[config.mk]
export PLATFORM = sky130hd
export DESIGN_NAME = alu_exec
export DESIGN_NICKNAME = d
export VERILOG_FILES = /design/src/rtl/alu_exec.sv
export SDC_FILE = /design/constraint.sdc
export NUM_CORES = 1
export LEC_CHECK = 0
export ABC_CLOCK_PERIOD_IN_PS = 3300
export CAP_MARGIN = 20
export CORE_MARGIN = 1
export CORE_UTILIZATION = 50
export DETAILED_ROUTE_END_ITERATION = 10
export GPL_ROUTABILITY_DRIVEN = 0
export PLACE_DENSITY = 0.73
export SLEW_MARGIN = 0
export SYNTH_ARGS = -nofsm -noshare
export SYNTH_HDL_FRONTEND = slang
export SYNTH_SLANG_ARGS = --single-unit
[constraint.sdc]
create_clock -name clk -period 3.3 [get_ports clk]
set_input_delay 0.66 -clock clk [delete_from_list [all_inputs] [get_ports clk]]
set_output_delay 0.66 -clock clk [all_outputs]
set_load 0.01 [all_outputs]
[src/rtl/alu_exec.sv]
// alu_exec: execute stage between register file read ports and its write port; start/busy/done handshake.
// Define ALU_EXEC_MUL_EN to build the iterative shift-add multiplier; without it op 111 passes opa through.
module alu_exec #(
  parameter int W       = 8,
  parameter int MUL_CYC = 8
) (
  input  logic         clk,
  input  logic         rst,
  input  logic         start,
  input  logic [2:0]   op,
  input  logic [2:0]   dst,
  input  logic [W-1:0] opa,
  input  logic [W-1:0] opb,
  output logic         busy,
  output logic         done,
  output logic [W-1:0] result,
  output logic         wr_en,
  output logic [2:0]   wr_sel,
  output logic [W-1:0] hi,
  output logic         flag_z,
  output logic         flag_c,
  output logic         flag_v
);

  typedef enum logic [1:0] {S_IDLE, S_EXEC, S_WB} state_t;

  localparam logic [2:0] OP_ADD = 3'b000;
  localparam logic [2:0] OP_SUB = 3'b001;
  localparam logic [2:0] OP_AND = 3'b010;
  localparam logic [2:0] OP_OR  = 3'b011;
  localparam logic [2:0] OP_XOR = 3'b100;
  localparam logic [2:0] OP_SHL = 3'b101;
  localparam logic [2:0] OP_SHR = 3'b110;
  localparam logic [2:0] OP_MUL = 3'b111;

  if (MUL_CYC != W) begin : g_cfg_check
    $error("alu_exec: MUL_CYC must equal W");
  end

  state_t       state_q, state_d;
  logic [2:0]   op_q, op_d, dst_q, dst_d, wr_sel_q, wr_sel_d;
  logic [W-1:0] a_q, a_d, b_q, b_d, result_q, result_d, hi_q, hi_d;
  logic         z_q, z_d, c_q, c_d, v_q, v_d;

  logic [W:0]   add_w, sub_w;
  logic [W-1:0] alu_r;
  logic         alu_c, alu_v;

  always_comb begin
    add_w = {1'b0, a_q} + {1'b0, b_q};
    sub_w = {1'b0, a_q} - {1'b0, b_q};
    alu_r = '0;
    alu_c = 1'b0;
    alu_v = 1'b0;
    case (op_q)
      OP_ADD: begin
        alu_r = add_w[W-1:0];
        alu_c = add_w[W];
        alu_v = (a_q[W-1] == b_q[W-1]) && (alu_r[W-1] != a_q[W-1]);
      end
      OP_SUB: begin
        alu_r = sub_w[W-1:0];
        alu_c = sub_w[W];
        alu_v = (a_q[W-1] != b_q[W-1]) && (alu_r[W-1] != a_q[W-1]);
      end
      OP_AND: alu_r = a_q & b_q;
      OP_OR:  alu_r = a_q | b_q;
      OP_XOR: alu_r = a_q ^ b_q;
      OP_SHL: begin
        alu_r = {a_q[W-2:0], 1'b0};
        alu_c = a_q[W-1];
      end
      OP_SHR: begin
        alu_r = {1'b0, a_q[W-1:1]};
        alu_c = a_q[0];
      end
      default: alu_r = a_q;  // op 111 when the multiplier is not built
    endcase
  end

`ifdef ALU_EXEC_MUL_EN
  localparam int CW = $clog2(MUL_CYC);
  localparam logic [CW-1:0] CNT_LAST = CW'(MUL_CYC - 1);

  logic [CW-1:0]  cnt_q, cnt_d;
  logic [2*W-1:0] acc_q, acc_d, mul_next;
  logic [W:0]     mul_sum;

  // Accumulator is {partial product, remaining multiplier}; the carry shifts back in from the top.
  always_comb begin
    mul_sum = {1'b0, acc_q[2*W-1:W]};
    if (acc_q[0]) mul_sum = mul_sum + {1'b0, a_q};
    mul_next = {mul_sum, acc_q[W-1:1]};
  end
`endif

  always_comb begin
    state_d  = state_q;
    op_d     = op_q;
    dst_d    = dst_q;
    a_d      = a_q;
    b_d      = b_q;
    result_d = result_q;
    wr_sel_d = wr_sel_q;
    hi_d     = hi_q;
    z_d      = z_q;
    c_d      = c_q;
    v_d      = v_q;
`ifdef ALU_EXEC_MUL_EN
    cnt_d    = cnt_q;
    acc_d    = acc_q;
`endif
    case (state_q)
      S_IDLE: begin
        if (start) begin
          op_d    = op;
          dst_d   = dst;
          a_d     = opa;
          b_d     = opb;
          state_d = S_EXEC;
`ifdef ALU_EXEC_MUL_EN
          cnt_d   = '0;
          acc_d   = {{W{1'b0}}, opb};
`endif
        end
      end
      S_EXEC: begin
`ifdef ALU_EXEC_MUL_EN
        if (op_q == OP_MUL) begin
          acc_d = mul_next;
          cnt_d = cnt_q + CW'(1);
          if (cnt_q == CNT_LAST) begin
            state_d  = S_WB;
            wr_sel_d = dst_q;
            result_d = mul_next[W-1:0];
            hi_d     = mul_next[2*W-1:W];
            z_d      = (mul_next[W-1:0] == '0);
            c_d      = |mul_next[2*W-1:W];
            v_d      = 1'b0;
          end
        end else
`endif
        begin
          state_d  = S_WB;
          wr_sel_d = dst_q;
          result_d = alu_r;
          hi_d     = '0;
          z_d      = (alu_r == '0);
          c_d      = alu_c;
          v_d      = alu_v;
        end
      end
      S_WB:    state_d = S_IDLE;
      default: state_d = S_IDLE;
    endcase
  end

  always_ff @(posedge clk or posedge rst) begin
    if (rst) begin
      state_q  <= S_IDLE;
      op_q     <= '0;
      dst_q    <= '0;
      a_q      <= '0;
      b_q      <= '0;
      result_q <= '0;
      wr_sel_q <= '0;
      hi_q     <= '0;
      z_q      <= 1'b0;
      c_q      <= 1'b0;
      v_q      <= 1'b0;
`ifdef ALU_EXEC_MUL_EN
      cnt_q    <= '0;
      acc_q    <= '0;
`endif
    end else begin
      state_q  <= state_d;
      op_q     <= op_d;
      dst_q    <= dst_d;
      a_q      <= a_d;
      b_q      <= b_d;
      result_q <= result_d;
      wr_sel_q <= wr_sel_d;
      hi_q     <= hi_d;
      z_q      <= z_d;
      c_q      <= c_d;
      v_q      <= v_d;
`ifdef ALU_EXEC_MUL_EN
      cnt_q    <= cnt_d;
      acc_q    <= acc_d;
`endif
    end
  end

  assign busy   = (state_q != S_IDLE);
  assign done   = (state_q == S_WB);
  assign wr_en  = done;
  assign result = result_q;
  assign wr_sel = wr_sel_q;
  assign hi     = hi_q;
  assign flag_z = z_q;
  assign flag_c = c_q;
  assign flag_v = v_q;

endmodule

# Yosys cells after proc, flatten, opt, wreduce, memory -nomap -nowiden
# Index checks and enable logic that the tools add are counted.
[word_totals] reg_bits=38 input_bits=25 out_inout_bits=25 word_cells=40
[op_classes] n_addsub=2 eq_ne=13 muxes=5 n_bitwise=3 n_reduce_logical=7
[op_table] op="$pmux W8 S7" count=1
[op_table] op="$add A8 B8 Y9" count=1
[op_table] op="$eq A3 B3 Y1 const B" count=3
[op_table] op="$sub A8 B8 Y9" count=1
[op_table] op="$and A8 B8 Y8" count=1
[op_table] op="$logic_not A8 Y1" count=1
[op_table] op="$or A8 B8 Y8" count=1
[op_table] op="$xor A8 B8 Y8" count=1
[op_table] op="$eq A3 B2 Y1 const B" count=2
[op_table] op="$pmux W1 S4" count=1
[op_table] op="$pmux W2 S2" count=1
[op_table] op="$eq A3 B1 Y1 const B" count=1
[op_table] op="$logic_not A3 Y1" count=1
[op_table] op="$ne A1 B1 Y1" count=3
[op_table] op="$eq A2 B1 Y1 const B" count=1
[op_table] op="$eq A2 B2 Y1 const B" count=1
[op_table] op="$logic_and A1 B1 Y1" count=2
[op_table] op="$logic_not A2 Y1" count=1
[op_table] op="$mux W2" count=1
[op_table] op="$ne A2 B2 Y1 const B" count=1
[op_table] op="$pmux W1 S2" count=1
[op_table] op="$reduce_and A2 Y1" count=1
[op_table] op="$reduce_bool A2 Y1" count=1
[op_table] op="$eq A1 B1 Y1" count=1

# Longest topological paths before layout
# Gate-level depths: netlist of run 1.
[logic_depth] word_depth=4 mapped_depth=11 ltp_nobuf=11

# Least setup slack after synthesis of run 1
# No wires, ideal clock.
[synth_timing] kind="flip-flop to flip-flop" startpoint="reg a_q[1]" endpoint="reg result_q[5] (netlist: result[5])" setup_time_ps=125 t_arrival_ps=2288 required_ps=3175 slack_ps=887 stages_incl_launch_ff=10 path_buffers=0 synth_period_minus_slack_ps=2413 cell_sequence="dfrtp_1 > inv_1 > ha_1 > a211oi_2 > o31ai_1 > a21o_1 > a22oi_2 > nor2_1 > o32a_1 > mux2_4"
[synth_between] elab_chain_len=2 word_cells_on_any_way=3 classes_between="add/sub (2); mux (1)"
[synth_rtl] element="start: declaration" line_no="42" text="logic [W-1:0] a_q, a_d, b_q, b_d, result_q, result_d, hi_q, hi_d;"
[synth_rtl] element="start signal: assignment" line_no="163" text="a_q <= '0;"
[synth_rtl] element="start signal: assignment" line_no="179" text="a_q <= a_d;"
[synth_rtl] element="$sub A8 B8 Y9 or $add A8 B8 Y9 (tied branches)" line_no="51, 50"
[synth_rtl] element="$pmux W8 S7 (*)" line_no="55" text="case (op_q)"
[synth_rtl] element="end signal: assignment" line_no="181" text="result_q <= result_d;"
[synth_rtl] element="end: declaration" line_no="42"
# Mark *: on every way between the ends. The rest lies on a longest branch, timed or not.
# A chain may end at the register's enable or synchronous reset.

# Worst setup path in the final report of run 1
[layout_timing] startpoint="reg a_q[0]" endpoint="reg z_q (netlist: flag_z)"
[layout_between] elab_chain_len=3 word_cells_on_any_way=7 classes_between="add/sub (2); mux (1); bitwise (3); reduce/logical (1)"
[layout_rtl] element="$sub A8 B8 Y9 (tied with other cells)" line_no="51" text="sub_w = {1'b0, a_q} - {1'b0, b_q};"
[layout_rtl] element="$pmux W8 S7 (*)" line_no="55"
[layout_rtl] element="$logic_not A8 Y1 (*)" line_no="148" text="z_d = (alu_r == '0);"
[layout_rtl] element="end signal: assignment" line_no="184" text="z_q <= z_d;"
[layout_rtl] element="end: declaration" line_no="43" text="logic z_q, z_d, c_q, c_d, v_q, v_d;"
# Marked as above.

==> results of run 1 <==
synthesized netlist by cell type (8+ instances only):
cell,number
buf_2,8
a21oi_1,13
nor2b_1,8
nand2_1,47
buf_4,9
dfrtp_1,38
ha_1,24
nor2_1,22
clkbuf_1,8
o21ai_0,28
inv_1,28
worst paths after layout:
path,start,to,slack (ns),cells after the start
worst max-delay path,a_q[0],flag_z,0.55,11
worst min register to register,dst_q[0],wr_sel[0],0.47,2
worst max register to register,a_q[0],flag_z,0.55,11
max in group asynchronous,rst,b_q[0],2.18,3
worst min-delay path,dst_q[0],wr_sel[0],0.47,2
min in group asynchronous,rst,a_q[4],0.77,3
power groups by stage:
stage / logic, mW / registers (mW) / clock network [mW]
floorplan: 0.985 / 0.738 / 0
global placement: 1.36 / 0.761 / 0
CTS: 1.39 / 0.759 / 0.422
global route: 1.55 / 0.784 / 0.442
detailed placement: 1.38 / 0.767 / 0
finish: 1.41 / 0.760 / 0.419
layout make-up:
class	count	area, um2
clock buffer	6	82.58
clock inverter	1	30.03
fill	487	2136
inverter	29	108.9
multi-input combinational	251	1720
sequential	38	950.9
tap	72	90.09
timing repair buffer	47	455.4
sequential cells by signal, summed over array words and instances, names as in the netlist:
| register | cells |
|---|---|
| a_q | 8 |
| b_q | 8 |
| dst_q | 3 |
| flag_c | 1 |
| flag_v | 1 |
| flag_z | 1 |
| op_q | 3 |
| result | 8 |
| state_q | 2 |
| wr_sel | 3 |
cells by family (layout without fill, tap and decap cells):
| kind of cell | Yosys count | after routing | synth area share, % |
|---|---|---|---|
| and+or+nand+nor | 107 | 107 | 17.14 |
| muxes | 13 | 13 | 5.956 |
| DFF | 38 | 38 | 32.56 |
| other | 1 | 8 | 0.1284 |
| AOI/OAI and AO/OA | 93 | 93 | 21.85 |
| xor gates and xnor gates | 4 | 4 | 1.200 |
| adders and majority gates | 26 | 26 | 11.65 |
| buffers and inverters | 58 | 83 | 9.511 |
metal layers:
| metal | vias up | share of wire, % |
|---|---|---|
| li1 | 1222 | - |
| met1 | 1205 | 45 |
| met2 | 123 | 45 |
| met3 | 22 | 6.8 |
| met4 | 0 | 3.1 |
| met5 | - | 0 |
worst register-to-register path, stage by stage, from the launching register on:
cell	delay [ns]
dfrtp_1	0.46
inv_1	0.13
ha_1	0.20
inv_1	0.06
fa_1	0.40
nor2b_1	0.15
o21a_1	0.19
nor2_1	0.12
xor2_1	0.08
a221oi_1	0.46
o2111ai_1	0.21
o31ai_2	0.19
placed cells by master (no fill, tap or decap), drive strengths merged, types with 3 or more instances in the layout:
cell type,instances
nand2,47
clkdlybuf4s50,41
dfrtp,38
o21ai,30
inv,28
ha,24
nor2,22
a21oi,13
mux2,9
nor2b,8
conb,8
nand2b,7
o22ai,7
nor3,7
o211ai,6
clkbuf,6
buf,6
nand3,5
o31ai,4
o21a,3
or2,3
a211oi,3
==> flow_summary.yaml, run 1 <==
outcome:
  status: "completed"
die:
  rows: 27
  die_h_um: 78.43
  core_area_um2: 5574
  io_pins: 50
  initial_core_util_pct: 52.39
  die_w_um: 78.43
  dieArea_um2: 6150
yosys:
  synth_largest_area_cell: "dfrtp_1"
  ys_seq_area_share_pct: 32.56
  ys_types: 64
  synthArstFlopShare_pct: 100.0
  synth_cells: 340
  ys_warn_count: 0
  avgSynthCellArea_um2: 8.589
  ys_ff_latch: 38
  synth_top_area_share_pct: 32.56
  synth_area_leaders: "dfrtp_1 33%, ha_1 10%, nand2_1 6.0%, o21ai_0 4.8%, inv_1 3.6%"
  synth-main-ff-cell: "dfrtp_1"
  netlist_area_um2: 2920
  synth_edf_count: 0
cts:
  h-tree-depth: 2
  cts.repair.resized: 0
  cts_hold_buffers: 0
  tritoncts: "done"
  numClockSinks: 38
  clk_latency_ns: 0.30
  clk_pin_slew_ns: 0.09
  clock_path_buffers: 2
  cts-buffers-inserted: 5
  root_buffer: "clkbuf_8"
  cts_setup_buffers: 0
grt:
  grt_max_degree: 39
  met3_usage_pct: 4.535
  grt_pass1_vias: 2432
  gr-usage-all-layers_pct: 25.39
  globalRouteMet2Util_pct: 38.25
  busiest_layer: "met2"
  grt_util_met1_pct: 35.96
  grt_pass1_wl_um: 12030
  antenna_found_initial: 0
  grt_overflow_total: 0
route:
  vias: 2572
  wirelength_um: 7103
  dr.pass1.iters: 5
  drc_errors: 0
  via_per_inst: 5.793
  drtIter0Drc: 284
  wire_per_inst_um: 16.00
  drt.antenna.violating_nets: 0
power:
  power_frac_clock_pct: 16.2
  switchingPower_mw: 1.090
  comb_power_share_pct: 54.4
  seq_power_share_pct: 29.4
  ir_worst_vdd_v: 0.0005035
  p_total_mw: 2.588
  total_leakage_power_nw: 1.497
  internal-power_mw: 1.498
  sw_frac_of_total_pct: 42.11
  p_per_area_nw_per_um2: 752.7
sta:
  period_share_pct: 83.24
  timing_hold_violations_final: 0
  setup_viol: 0
  timing.hold.ws_ns: 0.4704
  fin_ws_ns: 0.5531
  setup_tns_ns: 0
  slew_violations: 0
  slew_headroom_pct: 44.54
  tightest_slew_ns: 0.8256
  period_needed_ns: 2.747
  clock_skew_ns: 0.01505
  fmax_mhz: 364.0
  rsz0062_at_grt: "false"
setup_path:
  path_class: "flop to flop"
  crit_required_ns: 3.51
  cpMostUsedCell: "inv_1"
  cpMaxStageDelayCell: "dfrtp_1"
  start_kind: "flop"
  cp_max_fo: 5
  path_delay_family: "compound AO/OA/AOI/OAI gates"
  cp.arrival_ns: 2.95
  critPathBufInv: 2
  cp-end-kind: "flop"
  critical_path.cell_chain: "inv_1 > ha_1 > inv_1 > fa_1 > nor2b_1 > o21a_1 > nor2_1 > xor2_1 > a221oi_1 > o2111ai_1 > o31ai_2"
  slowest_delay_ns: 0.46
finish:
  fin_util_pct: 61.68
  instances_no_fill: 444
  diodes: 0
  areaGrowthSynthToFinish_pct: 17.74
  finalInstanceArea_um2: 3438
  final_nets: 423
  drive_above_1_share_pct: 9.677
placement:
  dp_cells: 437
  hpwl_um: 5379
  dpl_cell_area_um2: 3326
  dp_slack_ns: 0.6202
  io_buffers: 41
flow_run:
  drv_cap: 0
min_path:
  hp-class: "flop to flop"
No activity file was read; power rests on OpenSTA's default activity.
==> run 2, diff against run 1 <==
Settings changed: ABC_CLOCK_PERIOD_IN_PS 3300 to 2900.
Clock period 3.3 ns to 2.9 ns, I/O delays scaled along.
==> flow_summary.yaml, run 2 (same netlist as run 1, synthesis figures left out) <==
sta:
  slew_violations: 0
  slew_headroom_pct: 38.68
  setup_tns_ns: 0
  fmax_mhz: 374.8
  period_needed_ns: 2.668
  tightest_slew_ns: 0.9198
  timing_hold_violations_final: 0
  rsz0062_at_grt: "false"
  clock_skew_ns: 0.01626
  period_share_pct: 92.00
  setup_viol: 0
  fin_ws_ns: 0.2319
die:
  io_pins: 50
  dieArea_um2: 6150
  rows: 27
  die_h_um: 78.43
  initial_core_util_pct: 52.39
  core_area_um2: 5574
  die_w_um: 78.43
route:
  vias: 2573
  wire_per_inst_um: 15.91
  wirelength_um: 7110
  drc_errors: 0
  drtIter0Drc: 433
  drt.antenna.violating_nets: 0
  dr.pass1.iters: 4
  via_per_inst: 5.756
grt:
  grt_pass1_wl_um: 12590
  gr-usage-all-layers_pct: 26.70
  grt_overflow_total: 0
  grt_pass1_vias: 2470
  grt_max_degree: 41
  antenna_found_initial: 0
setup_path:
  cp.arrival_ns: 2.86
  start_kind: "flop"
  path_class: "flop to flop"
  reg2reg_depth: 9
  crit_required_ns: 3.10
  cp-end-kind: "flop"
  r2r-start: "a_q[1]"
  cp_max_fo: 7
  startpoint: "a_q[1]"
power:
  ir_worst_vdd_v: 0.0004688
  p_total_mw: 3.034
  total_leakage_power_nw: 1.518
  p_per_area_nw_per_um2: 872.3
cts:
  clk_pin_slew_ns: 0.10
  clk_latency_ns: 0.31
  h-tree-depth: 2
  root_buffer: "clkbuf_8"
  cts_hold_buffers: 0
  clock_path_buffers: 2
  cts-buffers-inserted: 5
  tritoncts: "done"
  numClockSinks: 38
min_path:
  hp-class: "flop to flop"
  hold_start: "dst_q[2]"
  holdPathStages: 2
finish:
  areaGrowthSynthToFinish_pct: 19.11
  diodes: 0
  final_common_cell: "nand2_1"
  nFillCells: 509
  final_nets: 425
  drive_above_1_share_pct: 10.40
  layout_common_cells: "47 x nand2_1, 41 x clkdlybuf4s50_1, 38 x dfrtp_1"
placement:
  dp_slack_ns: 0.2579
  io_buffers: 41
  hpwl_um: 5332
flow_run:
  drv_cap: 0
outcome:
  status: "completed"
==> run 2: changes by cell type in the layout (fill, tap and decap cells not counted), sizes merged <==
cell | previous run | this run
clkinv | 1 | 2
bufinv | 1 | 2
clkbuf | 6 | 5
buf | 6 | 8
==> run 2: metrics by stage <==
stage / std cells / cell area, um2 / hold slack, ns / utilization, %
floorplan: 347 / 2947 / 0.4348 / -
detailed placement: 439 / 3341 / 0.4643 / 59.93
finish: 447 / 3478 / 0.4783 / 62.40
global route: 447 / 3478 / 0.5147 / 62.40
CTS: 447 / 3478 / 0.4837 / 62.40
global placement: 439 / 3341 / 0.4424 / 59.93
==> run 2: power by group <==
part           total (mW)  internal (mW)  switching (mW)  leakage, nW
Combinational        1.59          0.747           0.846        0.982
Clock               0.565          0.345           0.220       0.0683
Sequential          0.876          0.690           0.187        0.467
==> run 2: worst max-delay path: stages, from the launching register on <==
cell	delay (ns)
dfrtp_1	0.49
inv_1	0.14
ha_1	0.36
a211oi_2	0.34
o31ai_1	0.14
a21o_1	0.22
a22oi_2	0.18
nor2_1	0.06
o32a_1	0.37
mux2_4	0.26
==> run 2: what timing repair did <==
item                       4_1_cts  5_1_grt
setup endpoints to repair        0        1
gates resized for setup          0        1
setup buffers                    0        0
==> run 2: path summary, 6_finish.rpt <==
check / to / slack (ns)
hold / removal: wr_sel[2] / 0.48
min in group asynchronous: a_q[3] / 0.69
hold reg to reg: wr_sel[2] / 0.48
setup / recovery: result[5] / 0.23
max in group asynchronous: b_q[7] / 1.87
setup reg to reg: result[5] / 0.23
==> run 2: final cells by class <==
cell class | instances | area [um2] | area share (%)
Multi-Input combinational cell | 251 | 1720 | 49.46
Sequential cell | 38 | 950.9 | 27.34
Timing Repair Buffer | 49 | 470.5 | 13.53
Inverter | 29 | 108.9 | 3.129
Tap cell | 72 | 90.09 | 2.590
Clock buffer | 5 | 68.82 | 1.978
Clock inverter | 3 | 68.82 | 1.978
==> run 2: routing by layer <==
| layer | track usage, % | wire length, um |
|---|---|---|
| met2 | 39.04 | 3232 |
| met4 | 9.074 | 180 |
| met5 | 0 | 0 |
| met1 | 39.82 | 3242 |
| met3 | 4.302 | 453 |
==> run 3, diff against run 2 <==
==> constraint.sdc (replaced) <==
create_clock -name clk -period 2.9 [get_ports clk]
set_input_delay 0.29 -clock clk [delete_from_list [all_inputs] [get_ports clk]]
set_output_delay 0.29 -clock clk [all_outputs]
set_load 0.01 [all_outputs]
==> flow_summary.yaml, run 3 (same netlist as run 1, synthesis figures left out) <==
outcome:
  status: "completed"
sta:
  slew_headroom_pct: 37.16
  timing_hold_violations_final: 0
  clock_skew_ns: 0.008401
  fin_ws_ns: 0.1700
  fmax_mhz: 366.3
  slew_violations: 0
  setup_tns_ns: 0
  setup_viol: 0
  tightest_slew_ns: 0.9426
  period_needed_ns: 2.730
  period_share_pct: 94.14
  rsz0062_at_grt: "false"
finish:
  drive_above_1_share_pct: 10.40
  instances_no_fill: 447
  diodes: 0
  final-seq-area_um2: 950.9
  nFillCells: 496
  layout_common_cells: "47 x nand2_1, 41 x clkdlybuf4s50_1, 38 x dfrtp_1"
  final_nets: 426
  multi_input_area_um2: 1720
  areaGrowthSynthToFinish_pct: 18.51
  final_common_cell: "nand2_1"
setup_path:
  reg2reg_depth: 11
  cp-end-kind: "flop"
  cpMaxStageDelayCell: "a221oi_1"
  r2r_end: "flag_z"
  critPathBufInv: 2
  crit_required_ns: 3.11
  slowest_delay_ns: 0.45
  cp.depth: 11
  r2r_slack_ns: 0.17
  cp-endpoint: "flag_z"
  cp_max_fo: 5
  critical_path.cell_chain: "inv_1 > ha_1 > inv_1 > fa_1 > nor2b_1 > o21a_1 > nor2_1 > xor2_1 > a221oi_1 > o2111ai_1 > o31ai_2"
  startpoint: "a_q[0]"
  cpMostUsedCell: "inv_1"
  path_delay_family: "compound AO/OA/AOI/OAI gates"
  cp.arrival_ns: 2.94
  path_class: "flop to flop"
  start_kind: "flop"
  r2r-start: "a_q[0]"
cts:
  h-tree-depth: 2
  cts_hold_buffers: 0
  root_buffer: "clkbuf_8"
  cts.repair.resized: 0
  cts-buffers-inserted: 5
  clk_pin_slew_ns: 0.08
  tritoncts: "done"
  numClockSinks: 38
  clock_path_buffers: 2
  clk_latency_ns: 0.30
  cts_setup_buffers: 0
route:
  via_per_inst: 5.716
  drt.antenna.violating_nets: 0
  drc_errors: 0
  vias: 2555
  dr.pass1.iters: 5
  wirelength_um: 7096
  wire_per_inst_um: 15.87
  drtIter0Drc: 207
die:
  initial_core_util_pct: 52.39
  dieArea_um2: 6150
  rows: 27
  die_w_um: 78.43
  io_pins: 50
  core_area_um2: 5574
  die_h_um: 78.43
power:
  total_leakage_power_nw: 1.511
  sw_frac_of_total_pct: 41.74
  internal-power_mw: 1.718
  ir_worst_vdd_v: 0.0005035
  switchingPower_mw: 1.231
  seq_power_share_pct: 29.5
  p_per_area_nw_per_um2: 852.1
  power_frac_clock_pct: 15.9
  comb_power_share_pct: 54.6
grt:
  gr-usage-all-layers_pct: 24.77
  grt_pass1_wl_um: 11700
  antenna_found_initial: 0
  grt_pass1_vias: 2371
  grt_overflow_total: 0
  grt_max_degree: 39
placement:
  dp_cells: 440
  io_buffers: 41
  dp_slack_ns: 0.2263
  hpwl_um: 5340
flow_run:
  drv_cap: 0
min_path:
  hp-class: "primary input to asynchronous set/reset pin"
[run 3: cell count changes in the layout (fill, tap and decap cells not counted)]
cell       change
clkbuf_8       +1
clkinv_4       -1
o21ai_1        -1
buf_4          +1
o21ai_0        +1
bufinv_16      -1
[run 3: power groups by stage]
stage	logic, mW	clock network, mW	registers (mW)
CTS	1.59	0.474	0.867
global route	1.76	0.500	0.892
floorplan	1.12	0	0.840
finish	1.61	0.469	0.869
detailed placement	1.58	0	0.876
global placement	1.56	0	0.868
[run 3: final cells by class]
class	count	share of cell area (%)
clock buffers	6	2.386
clock inverters	1	0.8677
inverters	29	3.145
multi-input cells	251	49.71
flip-flops and latches	38	27.48
well taps	72	2.603
repair buffers	50	13.81
[run 3: worst min-delay path by stage]
stage | to | cells past startpoint | startpoint
2_1_floorplan | a_q[0] | 2 | opa[0]
3_3_place_gp | wr_sel[2] | 2 | dst_q[2]
3_5_place_dp | wr_sel[2] | 2 | dst_q[2]
4_1_cts | a_q[2] | 3 | rst
5_1_grt | wr_sel[2] | 2 | wr_sel[2]
6_report | a_q[2] | 3 | rst
[run 3: worst min-delay path, stage by stage]
cell and delay [ns]:
clkdlybuf4s50_1 0.40, inv_1 0.06, buf_4 0.41
[run 3: per-stage QoR]
step                utilization, %  total power [mW]  area (um2)  hold slack, ns
floorplan                        -             1.961        2947          0.4068
global placement             60.07             2.429        3348          0.4445
detailed placement           60.07             2.459        3348          0.4555
CTS                          62.09             2.934        3461          0.4398
global route                 62.09             3.153        3461          0.4905
finish                       62.09             2.949        3461          0.4207
[run 3: metal layers]
layer  part of all wire (%)  GRT usage [%]  vias up
li1                       -              -     1229
met2                     45          36.93      107
met5                      0              0        -
met1                     47          36.26     1207
met4                    2.0          8.333        0
met3                    6.6          4.186       12
